### config.mk
export PLATFORM = sky130hd
export DESIGN_NAME = systolic_seq_flat
export DESIGN_NICKNAME = d
export VERILOG_FILES = /design/src/rtl/systolic_seq_if.sv /design/src/rtl/systolic_seq.sv /design/src/flat_wrapper.sv
export SDC_FILE = /design/constraint.sdc
export NUM_CORES = 1
export LEC_CHECK = 0
export CAP_MARGIN = 10
export CORE_ASPECT_RATIO = 2
export CORE_MARGIN = 2
export CORE_UTILIZATION = 65
export DETAILED_ROUTE_END_ITERATION = 16
export DONT_BUFFER_PORTS = 1
export GPL_ROUTABILITY_DRIVEN = 0
export HOLD_SLACK_MARGIN = 0.06
export PLACE_DENSITY_LB_ADDON = 0.25
export REMOVE_ABC_BUFFERS = 1
export SLEW_MARGIN = 20
export SYNTH_ARGS = -nofsm -noshare
export SYNTH_HDL_FRONTEND = slang
export SYNTH_HIERARCHICAL = 1
export SYNTH_SLANG_ARGS = --single-unit
export TNS_END_PERCENT = 20
### constraint.sdc
create_clock -name clk -period 3 [get_ports clk]
set_input_delay 0.3 -clock clk [delete_from_list [all_inputs] [get_ports clk]]
set_output_delay 0.3 -clock clk [all_outputs]
set_load 0.1 [all_outputs]
### src/rtl/systolic_seq_if.sv
// systolic_seq_if: bundle of the sequencer's host-side and array-side signals.
//   Command:    i_cmd_vld / o_cmd_rdy / i_cmd_load / i_cmd_len
//   Weights:    i_wgt_vld / o_wgt_rdy / i_wgt_data
//   Activation: i_act_vld / o_act_rdy / i_act_data (row r at bits [r*W +: W])
//   Array side: o_load_vld / o_load_id / o_load_data, o_pop_vld, o_left_data
//   Status:     o_done; o_busy_cyc / o_stall_cyc when SYSTOLIC_SEQ_PERF_EN is defined
// slave is the sequencer's view, master is the host/bench view.
interface systolic_seq_if #(
   parameter int ROWS          = 4,
   parameter int ID_WIDTH      = 6,
   parameter int IN_DATA_WIDTH = 8,
   parameter int LEN_WIDTH     = 16
);
   logic                          i_cmd_vld;
   logic                          o_cmd_rdy;
   logic                          i_cmd_load;
   logic [LEN_WIDTH-1:0]          i_cmd_len;
   logic                          i_wgt_vld;
   logic                          o_wgt_rdy;
   logic [IN_DATA_WIDTH-1:0]      i_wgt_data;
   logic                          i_act_vld;
   logic                          o_act_rdy;
   logic [ROWS*IN_DATA_WIDTH-1:0] i_act_data;
   logic                          o_load_vld;
   logic [ID_WIDTH-1:0]           o_load_id;
   logic [IN_DATA_WIDTH-1:0]      o_load_data;
   logic                          o_pop_vld;
   logic [ROWS*IN_DATA_WIDTH-1:0] o_left_data;
   logic                          o_done;
`ifdef SYSTOLIC_SEQ_PERF_EN
   logic [31:0]                   o_busy_cyc;
   logic [31:0]                   o_stall_cyc;
`endif

   modport slave (
      input  i_cmd_vld, i_cmd_load, i_cmd_len, i_wgt_vld, i_wgt_data, i_act_vld, i_act_data,
      output o_cmd_rdy, o_wgt_rdy, o_act_rdy, o_load_vld, o_load_id, o_load_data,
             o_pop_vld, o_left_data, o_done
`ifdef SYSTOLIC_SEQ_PERF_EN
      , output o_busy_cyc, o_stall_cyc
`endif
   );

   modport master (
      output i_cmd_vld, i_cmd_load, i_cmd_len, i_wgt_vld, i_wgt_data, i_act_vld, i_act_data,
      input  o_cmd_rdy, o_wgt_rdy, o_act_rdy, o_load_vld, o_load_id, o_load_data,
             o_pop_vld, o_left_data, o_done
`ifdef SYSTOLIC_SEQ_PERF_EN
      , input o_busy_cyc, o_stall_cyc
`endif
   );
endinterface

### src/rtl/systolic_seq.sv
// systolic_seq: command sequencer for the weight-stationary PE array.
// One command at a time: optionally streams ROWS*COLS weights into the
// ID-addressed load chain, launches len row-skewed activation vectors on the
// left edge, drains for DRAIN_CYCLES cycles, pulses pop on the last drain
// cycle, then pulses done.
// Ports: clk, rst (synchronous, active-high), bus (systolic_seq_if.slave).
// Optional: define SYSTOLIC_SEQ_PERF_EN for the o_busy_cyc / o_stall_cyc
// saturating performance counters.

// One activation lane of the skew stage: DEPTH registers, cleared by rst,
// shifting every cycle.
module systolic_seq_skew_lane #(
   parameter int DEPTH = 1,
   parameter int W     = 8
) (
   input  logic         clk,
   input  logic         rst,
   input  logic [W-1:0] din,
   output logic [W-1:0] dout
);
   logic [DEPTH-1:0][W-1:0] pipe;

   always_ff @(posedge clk) begin
      if (rst) begin
         pipe <= '0;
      end else begin
         pipe[0] <= din;
         for (int k = 1; k < DEPTH; k++) pipe[k] <= pipe[k-1];
      end
   end

   assign dout = pipe[DEPTH-1];
endmodule

module systolic_seq #(
   parameter int ROWS          = 4,
   parameter int COLS          = 4,
   parameter int ID_WIDTH      = 6,
   parameter int IN_DATA_WIDTH = 8,
   parameter int LEN_WIDTH     = 16,
   parameter int DRAIN_CYCLES  = 24
) (
   input logic          clk,
   input logic          rst,
   systolic_seq_if.slave bus
);
   localparam int DW = (DRAIN_CYCLES > 1) ? $clog2(DRAIN_CYCLES) : 1;
   localparam logic [ID_WIDTH-1:0] LAST_ID    = ID_WIDTH'(ROWS*COLS-1);
   localparam logic [DW-1:0]       LAST_DRAIN = DW'(DRAIN_CYCLES-1);

   typedef enum logic [2:0] {
      IDLE    = 3'd0,
      LOAD    = 3'd1,
      COMPUTE = 3'd2,
      DRAIN   = 3'd3,
      DONE    = 3'd4
   } state_t;

   state_t state, state_nxt;

   logic [ID_WIDTH-1:0]      cnt;
   logic [LEN_WIDTH-1:0]     len_cnt;
   logic [DW-1:0]            drain_cnt;
   logic                     cmd_rdy, wgt_rdy, act_rdy, pop_vld, done;
   logic                     cmd_hs, wgt_hs, act_hs;
   logic                     load_vld;
   logic [ID_WIDTH-1:0]      load_id;
   logic [IN_DATA_WIDTH-1:0] load_data;
   logic [ROWS*IN_DATA_WIDTH-1:0]     inj;
   logic [ROWS-1:0][IN_DATA_WIDTH-1:0] left;

   assign cmd_hs = cmd_rdy & bus.i_cmd_vld;
   assign wgt_hs = wgt_rdy & bus.i_wgt_vld;
   assign act_hs = act_rdy & bus.i_act_vld;

   // FSM: state register
   always_ff @(posedge clk) begin
      if (rst) state <= IDLE;
      else     state <= state_nxt;
   end

   // FSM: next state
   always_comb begin
      state_nxt = state;
      case (state)
         IDLE: if (cmd_hs) begin
            if (bus.i_cmd_load)          state_nxt = LOAD;
            else if (bus.i_cmd_len != '0) state_nxt = COMPUTE;
            else                          state_nxt = DONE;
         end
         LOAD: if (wgt_hs && cnt == LAST_ID)
            state_nxt = (len_cnt != '0) ? COMPUTE : DONE;
         COMPUTE: if (act_hs && len_cnt == LEN_WIDTH'(1)) state_nxt = DRAIN;
         DRAIN: if (drain_cnt == LAST_DRAIN) state_nxt = DONE;
         DONE: state_nxt = IDLE;
         default: state_nxt = IDLE;
      endcase
   end

   // FSM: outputs. Gated by rst so nothing handshakes or pulses while reset
   // is applied, even though the state register only clears at the edge.
   always_comb begin
      cmd_rdy = 1'b0;
      wgt_rdy = 1'b0;
      act_rdy = 1'b0;
      pop_vld = 1'b0;
      done    = 1'b0;
      if (!rst) begin
         case (state)
            IDLE:    cmd_rdy = 1'b1;
            LOAD:    wgt_rdy = 1'b1;
            COMPUTE: act_rdy = 1'b1;
            DRAIN:   pop_vld = (drain_cnt == LAST_DRAIN);
            DONE:    done    = 1'b1;
            default: ;
         endcase
      end
   end

   // Counters and the registered load-chain port. cnt stops at LAST_ID
   // (LOAD exits on that handshake) and is rearmed by the next command.
   always_ff @(posedge clk) begin
      if (rst) begin
         cnt       <= '0;
         len_cnt   <= '0;
         drain_cnt <= '0;
         load_vld  <= 1'b0;
         load_id   <= '0;
         load_data <= '0;
      end else begin
         load_vld <= wgt_hs;
         if (wgt_hs) begin
            load_id   <= cnt;
            load_data <= bus.i_wgt_data;
            if (cnt != LAST_ID) cnt <= cnt + 1'b1;
         end
         if (cmd_hs) begin
            cnt       <= '0;
            len_cnt   <= bus.i_cmd_len;
            drain_cnt <= '0;
         end
         if (act_hs) len_cnt <= len_cnt - 1'b1;
         if (state == DRAIN)
            drain_cnt <= (drain_cnt == LAST_DRAIN) ? '0 : drain_cnt + 1'b1;
      end
   end

   // Skew stage: zeros are injected on every cycle without an activation
   // handshake, so the array sees clean bubbles during load/drain/idle.
   assign inj = act_hs ? bus.i_act_data : '0;

   for (genvar r = 0; r < ROWS; r++) begin : g_lane
      systolic_seq_skew_lane #(.DEPTH(r+1), .W(IN_DATA_WIDTH)) u_lane (
         .clk  (clk),
         .rst  (rst),
         .din  (inj[r*IN_DATA_WIDTH +: IN_DATA_WIDTH]),
         .dout (left[r])
      );
   end

   assign bus.o_cmd_rdy   = cmd_rdy;
   assign bus.o_wgt_rdy   = wgt_rdy;
   assign bus.o_act_rdy   = act_rdy;
   assign bus.o_pop_vld   = pop_vld;
   assign bus.o_done      = done;
   assign bus.o_load_vld  = load_vld;
   assign bus.o_load_id   = load_id;
   assign bus.o_load_data = load_data;
   assign bus.o_left_data = left;

`ifdef SYSTOLIC_SEQ_PERF_EN
   logic [31:0] busy_cyc, stall_cyc;
   logic        stall;

   assign stall = (state == LOAD && !bus.i_wgt_vld) || (state == COMPUTE && !bus.i_act_vld);

   always_ff @(posedge clk) begin
      if (rst) begin
         busy_cyc  <= '0;
         stall_cyc <= '0;
      end else begin
         if (state != IDLE && busy_cyc != '1) busy_cyc  <= busy_cyc + 1'b1;
         if (stall && stall_cyc != '1)        stall_cyc <= stall_cyc + 1'b1;
      end
   end

   assign bus.o_busy_cyc  = busy_cyc;
   assign bus.o_stall_cyc = stall_cyc;
`endif
endmodule
### src/flat_wrapper.sv
// flat-port wrapper written by rule: the top's interface ports become plain ports
module systolic_seq_flat 
#(
   parameter int ROWS          = 4,
   parameter int COLS          = 4,
   parameter int ID_WIDTH      = 6,
   parameter int IN_DATA_WIDTH = 8,
   parameter int LEN_WIDTH     = 16,
   parameter int DRAIN_CYCLES  = 24
)
  (clk, rst, bus_i_cmd_vld, bus_i_cmd_load, bus_i_cmd_len, bus_i_wgt_vld, bus_i_wgt_data, bus_i_act_vld, bus_i_act_data, bus_o_cmd_rdy, bus_o_wgt_rdy, bus_o_act_rdy, bus_o_load_vld, bus_o_load_id, bus_o_load_data, bus_o_pop_vld, bus_o_left_data, bus_o_done);
  systolic_seq_if #(.ROWS(ROWS), .ID_WIDTH(ID_WIDTH), .IN_DATA_WIDTH(IN_DATA_WIDTH), .LEN_WIDTH(LEN_WIDTH)) bus_i ();
  input logic clk;
  input logic rst;
  input wire logic [$bits(bus_i.i_cmd_vld)-1:0] bus_i_cmd_vld;
  input wire logic [$bits(bus_i.i_cmd_load)-1:0] bus_i_cmd_load;
  input wire logic [$bits(bus_i.i_cmd_len)-1:0] bus_i_cmd_len;
  input wire logic [$bits(bus_i.i_wgt_vld)-1:0] bus_i_wgt_vld;
  input wire logic [$bits(bus_i.i_wgt_data)-1:0] bus_i_wgt_data;
  input wire logic [$bits(bus_i.i_act_vld)-1:0] bus_i_act_vld;
  input wire logic [$bits(bus_i.i_act_data)-1:0] bus_i_act_data;
  output wire logic [$bits(bus_i.o_cmd_rdy)-1:0] bus_o_cmd_rdy;
  output wire logic [$bits(bus_i.o_wgt_rdy)-1:0] bus_o_wgt_rdy;
  output wire logic [$bits(bus_i.o_act_rdy)-1:0] bus_o_act_rdy;
  output wire logic [$bits(bus_i.o_load_vld)-1:0] bus_o_load_vld;
  output wire logic [$bits(bus_i.o_load_id)-1:0] bus_o_load_id;
  output wire logic [$bits(bus_i.o_load_data)-1:0] bus_o_load_data;
  output wire logic [$bits(bus_i.o_pop_vld)-1:0] bus_o_pop_vld;
  output wire logic [$bits(bus_i.o_left_data)-1:0] bus_o_left_data;
  output wire logic [$bits(bus_i.o_done)-1:0] bus_o_done;
  assign bus_i.i_cmd_vld = bus_i_cmd_vld;
  assign bus_i.i_cmd_load = bus_i_cmd_load;
  assign bus_i.i_cmd_len = bus_i_cmd_len;
  assign bus_i.i_wgt_vld = bus_i_wgt_vld;
  assign bus_i.i_wgt_data = bus_i_wgt_data;
  assign bus_i.i_act_vld = bus_i_act_vld;
  assign bus_i.i_act_data = bus_i_act_data;
  assign bus_o_cmd_rdy = bus_i.o_cmd_rdy;
  assign bus_o_wgt_rdy = bus_i.o_wgt_rdy;
  assign bus_o_act_rdy = bus_i.o_act_rdy;
  assign bus_o_load_vld = bus_i.o_load_vld;
  assign bus_o_load_id = bus_i.o_load_id;
  assign bus_o_load_data = bus_i.o_load_data;
  assign bus_o_pop_vld = bus_i.o_pop_vld;
  assign bus_o_left_data = bus_i.o_left_data;
  assign bus_o_done = bus_i.o_done;
  systolic_seq #(.ROWS(ROWS), .COLS(COLS), .ID_WIDTH(ID_WIDTH), .IN_DATA_WIDTH(IN_DATA_WIDTH), .LEN_WIDTH(LEN_WIDTH), .DRAIN_CYCLES(DRAIN_CYCLES)) u_core (.clk(clk), .rst(rst), .bus(bus_i));
endmodule
# Word level (Yosys, flattened, before mapping)
# Index checks and enable logic that the tools add are counted.
# Widths: inputs -> output; s select.
[totals]
regBits = 125
output_inout_bits = 52
inputBits = 62
wordCells = 70
[classes]
n_mux = 23
n_reduce_logical = 11
n_eq_ne = 12
n_addsub = 3
bitwise = 4
[op_table]
columns = ["operator", "count"]
rows = [
  ["$mux 16", 2],
  ["$reduce_bool 16->1", 2],
  ["$mux 3", 7],
  ["$eq 16x1->1 const B", 1],
  ["$sub 16x1->16 const B", 1],
  ["$mux 5", 3],
  ["$pmux 3 s4", 1],
  ["$mux 1", 10],
  ["$ne 2x1->1 const B", 4],
  ["$add 6x1->6 const B", 1],
  ["$eq 3x2->1 const B", 2],
  ["$eq 6x4->1 const B", 1],
  ["$ne 6x4->1 const B", 1],
  ["$add 5x1->5 const B", 1],
  ["$eq 5x5->1 const B", 1],
  ["$reduce_and 4->1", 1],
  ["$reduce_bool 2->1", 2],
  ["$reduce_or 2->1", 2],
  ["$and 1x1->1", 3],
  ["$eq 3x1->1 const B", 1],
  ["$eq 3x3->1 const B", 1],
  ["$logic_not 3->1", 1],
  ["$logic_and 1x1->1", 2],
  ["$reduce_and 2->1", 1],
  ["$not 1->1", 1],
]

# Logic depth before layout (Yosys ltp)
[depth]
word_depth = 7
depth_mapped = 8
ltp_nobuf = 7

# Cells and area by module
# The synthesis kept the hierarchy.
[modules_own_cells]
columns = ["module", "area_each_um2", "n_inst", "cells_each"]
rows = [
  ["systolic_seq", 2560.0, 1, 320],
  ["systolic_seq_skew_lane (u_core.g_lane[3].u_lane)", 923.4, 1, 75],
  ["systolic_seq_skew_lane (u_core.g_lane[2].u_lane)", 753.2, 1, 58],
  ["systolic_seq_skew_lane (u_core.g_lane[1].u_lane)", 524.3, 1, 41],
  ["systolic_seq_skew_lane (u_core.g_lane[0].u_lane)", 210.2, 1, 16],
]

# Worst setup path before layout
# Ideal clock, no wire load.
[synth_path]
path_type = "flip-flop to output port"
from = "reg u_core.state[1]"
to = "out bus_o_pop_vld"
required_ns = 2.700
setup_slack_ns = -1.381
n_path_buf = 1
t_arrival_ns = 4.081
path_stages_with_launch = 6
path_cell_list = "dfxtp_1 buf_2 inv_1 nor3b_1 nand3_1 nor4b_1"
[synth_via]
elab_chain_cells = 3
[synth_rtl]
columns = ["item", "line", "text"]
rows = [
  ["from (decl)", "systolic_seq.sv:59", "state_t state, state_nxt;"],
  ["from (signal assigned)", "systolic_seq.sv:79", "else state <= state_nxt;"],
  ["$eq 3x2->1", "systolic_seq.sv:109", "case (state)"],
  ["$mux 1", "systolic_seq.sv:109", ""],
  ["$mux 1", "systolic_seq.sv:108", "if (!rst) begin"],
  ["to (decl)", "flat_wrapper.sv:28", "output wire logic [$bits(bus_i.o_pop_vld)-1:0] bus_o_pop_vld;"],
]
# No other way between the ends.

# Final worst setup path
# Ends and elaborated chain as after synthesis.

==> summary.txt <==
Global route
  – Gr ovfl total: 0
  – Largest net degree at the start of global routing: between 90 and 100
  – First-pass GRT wire length: ~16000 µm
  – Vias in the first global route: around 3200
  – Total Routing Usage GR: approximately 25%
  – Most used routing layer: met2
  – GR Layer Usage met3: 8.78%
  – Initial antenna violation count: 0
  – Grt met1 use: ~30%
  – Met2 Use GR: 38.7%

Drt
  – Detailed-route wire length per cell: 16.2 µm
  – Vias per cell: 5.70
  – Residual DRC: 0
  – Initial DRC count: ~220
  – Total wire length: around 9900 µm
  – DRT Pass-1 Iters: 5
  – Via count: roughly 3500
  – Remaining antenna violation count after routing: 0

Power and ir drop
  – Reg power frac: a little over two fifths
  – Gate power share: 15.5%
  – Post-layout power: around 4.6 mW
  – Leakage: 2.31 nW
  – Sw power: between 1 and 1.5 mW
  – Peak VDD IR: 489 µV
  – Internal Pwr Total: around 3.2 mW
  – Pwr dens: approximately 800 nW/µm²
  – Switching power share of the total: 31.4%
  – Clock power share: ~41%

Finish
  – Finished Layout Cells: 609
  – Antenna cells: 0
  – Area growth from synthesis to layout: 13.4%
  – Share of cells above drive strength 1: between 10% and 20%
  – Final design utilization: about three quarters
  – Layout Nets: ~570
  – Fill cells: just over 500

Timing
  – Final Setup Violations: 0
  – Min cycle time layout: 2700 ps
  – Pins Over Slew Limit: 0
  – Worst Skew: 7.58 ps
  – Setup_tns: 0 ps
  – Fin crit share: about nine tenths
  – Fin. Hold Viols: 0
  – Worst-margin pin slew: roughly 1000 ps
  – Unrepaired setup endpoints after global routing: false
  – Fmax: 370 MHz
  – Slew headroom: between 30% and 40%

Floorplanning
  – Standard-cell rows: 45
  – Io pins: roughly 110
  – Die width: roughly 66 µm
  – Initial Utilization: 66.4%
  – Die height: between 100 and 150 µm
  – Core area: 7490 µm²
  – Die area: around 8400 µm²

Clock network
  – Num CTS Buffers: 17
  – Post-CTS Hold Buffers: 16
  – Clock Latency Late Sink: about 400 ps
  – H-tree levels: 4
  – Clock Pin Slew Worst Setup and Hold Paths: ~60 ps
  – CTS tree: done
  – Post-CTS setup buffer count: 0
  – CTS Sinks: 125
  – Post-cts resize count: 0
  – Clock Tree Root: clkbuf_16
  – Clock Path Buffers: 2

Synth
  – Synth Area in Simple Gates: a little under a third
  – #FFs+latches synth: between 100 and 150
  – Synth Area in Adders: under 10%
  – Area share of the largest cell type after synthesis: around half
  – Cells after synthesis: between 500 and 600
  – Yosys top cell by area: dfxtp_1
  – Syn_area_per_cell: ~9.7 µm²
  – Post-synth ARST share: 0%
  – Post-synth EDFFs: 0
  – Top post-synthesis cells by area: dfxtp_1 50%, nor2b_1 6.3%, buf_4 4.2%, and3_1 4.2%, nor2b_2 3.7%
  – Mapped Area: 4970 µm²
  – Main combinational cell family by area after synthesis: simple AND/OR/NAND/NOR gates
  – Synth unique cells: slightly below 70
  – Compound-cell area share of the yosys netlist: between 8 and 9%
  – Ys Warns: 6
  – Post-Synth XOR/XNOR Area: 0.705%
  – Primary FF master, synth: dfxtp_1
  – Multiplexer share of the synthesized area: less than 1%
  – Post-synthesis sequential area ratio: about half

Placement
  – DP Cell Count: about 560
  – Hpwl dp: 5960 µm
  – Port Buf Inserts: 0

Setup path
  – R2r startpoint: u_core/state[0]
  – Setup crit end kind: output pin
  – Maximum fanout along the worst path: 11
  – Critical Path AT: roughly 2400 ps
  – Crit start category: flop
  – Reg2Reg Depth: 7
  – Worst flop-to-flop path endpoint: u_core/cnt[4]
  – Critical path class: reg2out
  – Flop-to-flop setup slack: between 600 and 700 ps
  – Required time of the critical path: 2700 ps

Hold path
  – Hold Path Origin: bus_i_cmd_len[10]
  – Worst Hold Class: in2reg
  – Hold EP: u_core/len_cnt[10]
  – Worst Hold Path Cells: 2

Job
  – Max cap viols: 0

Run status
  – Status: complete, no violations
==> state kept, by name, summed over array words and instances, names as in the netlist <==
signal	count
u_core/g_lane.u_lane/dout	32
u_core/drain_cnt	5
u_core/bus.o_load_id	6
u_core/len_cnt	16
u_core/bus.o_load_vld	1
u_core/cnt	6
u_core/g_lane.u_lane/pipe	48
u_core/state	3
u_core/bus.o_load_data	8
==> layout make-up <==
type                    instances  area, µm²  area share, %
multi-input cells             324       2120           37.6
clock buffers                  17        425           7.55
flip-flops and latches        125       2500           44.4
well taps                      94        118           2.09
clock inverters                15        138           2.44
repair buffers                 24        298           5.28
inverters                      10       38.8          0.688
==> metal layers <==
layer,up-vias,part of all wire [%]
li1,1714,-
met1,1625,41
met2,129,51
met3,6,6.6
met4,0,0.83
met5,-,0
==> layout by cell type, fill, tap and decap left out, types with 3 or more instances in the layout <==
cell           Yosys  routed
ha_1               5       5
o21ai_0            5       5
nand4_1            6       6
xor2_1             3       3
and2b_2            6       6
o311ai_0           3       3
clkinv_2           1       5
clkbuf_16          0      17
nand2_1           42      42
nor3_1            10      10
nor2b_1           50      50
nor4_1             7       7
nor2_1            21      21
dlygate4sd3_1      0      15
nor2b_2           21      21
inv_6              0       5
a31oi_1            8       8
a22oi_1            4       4
inv_1              7       7
buf_16             0       4
nor3_2             3       3
buf_4             28       5
a21oi_1           13      13
dfxtp_1          125     125
and2b_1            4       4
or3_1              5       5
nand3_1           22      22
and3_1            33      33
and2_1             3       3
o211ai_1           3       3
==> power groups by stage <==
| stage | registers, mW | clock network, mW | logic (mW) |
|---|---|---|---|
| 2_1_floorplan | 1.99 | 0 | 0.510 |
| 3_3_place_gp | 2.02 | 0 | 0.643 |
| 3_5_place_dp | 2.02 | 0 | 0.657 |
| 4_1_cts | 1.99 | 1.94 | 0.711 |
| 5_1_grt | 2.01 | 2.03 | 0.775 |
| 6_report | 2.00 | 1.91 | 0.716 |
==> synth_stat cells (3+ instances only) <==
cell type  instances
and2_1             3
nor4_1             7
nand4_1            6
o21ai_0            5
buf_6              4
a21oi_1           13
a22oi_1            4
nor2b_2           21
o211ai_1           3
dfxtp_1          125
o311ai_0           3
and2b_1            4
nor2_1            21
nor2b_1           50
clkbuf_1          13
nand3_1           22
a31oi_1            8
and2b_2            6
nand2_1           42
or3_1              5
buf_4             28
nor3_1            10
ha_1               5
and3_1            33
buf_2              5
xor2_1             3
nor3_2             3
inv_1              7
==> critical path, stage by stage, from the launching register on <==
cell and delay (ps):
dfxtp_1 600, inv_1 180, nor3b_1 400, nand3_1 190, nor4b_2 410, buf_16 220
==> how the worst max path moves through the flow <==
stage / from / cells after the start / slack (ps) / to
after detailed placement: u_core/state[0] / 7 / 650 / u_core/cnt[5]
after global routing: u_core/state[1] / 5 / 170 / bus_o_pop_vld
after CTS: u_core/state[1] / 5 / 290 / bus_o_pop_vld
final: u_core/state[1] / 5 / 300 / bus_o_pop_vld
after floorplan: u_core/state[0] / 3 / -1440 / bus_o_pop_vld
after global placement: u_core/state[0] / 7 / 720 / u_core/cnt[4]
==> per-stage QoR <==
stage          cell area (µm²)  hold WS, ps  worst slack, ps
2_1_floorplan             4640          366            -1440
3_3_place_gp              4900          374              724
3_5_place_dp              4900          374              653
4_1_cts                   5640         60.7              293
5_1_grt                   5640         65.4              166
6_report                  5640         84.0              296
==> cells by family after synthesis <==
group,Yosys count
buffers and inverters,61
multiplexers,2
AND/OR/NAND/NOR,257
adder cells (fa/ha/maj),5
XOR/XNOR,4
AO/OA/AOI/OAI,56
flip-flops,125
No activity file was read; power rests on OpenSTA's default activity.
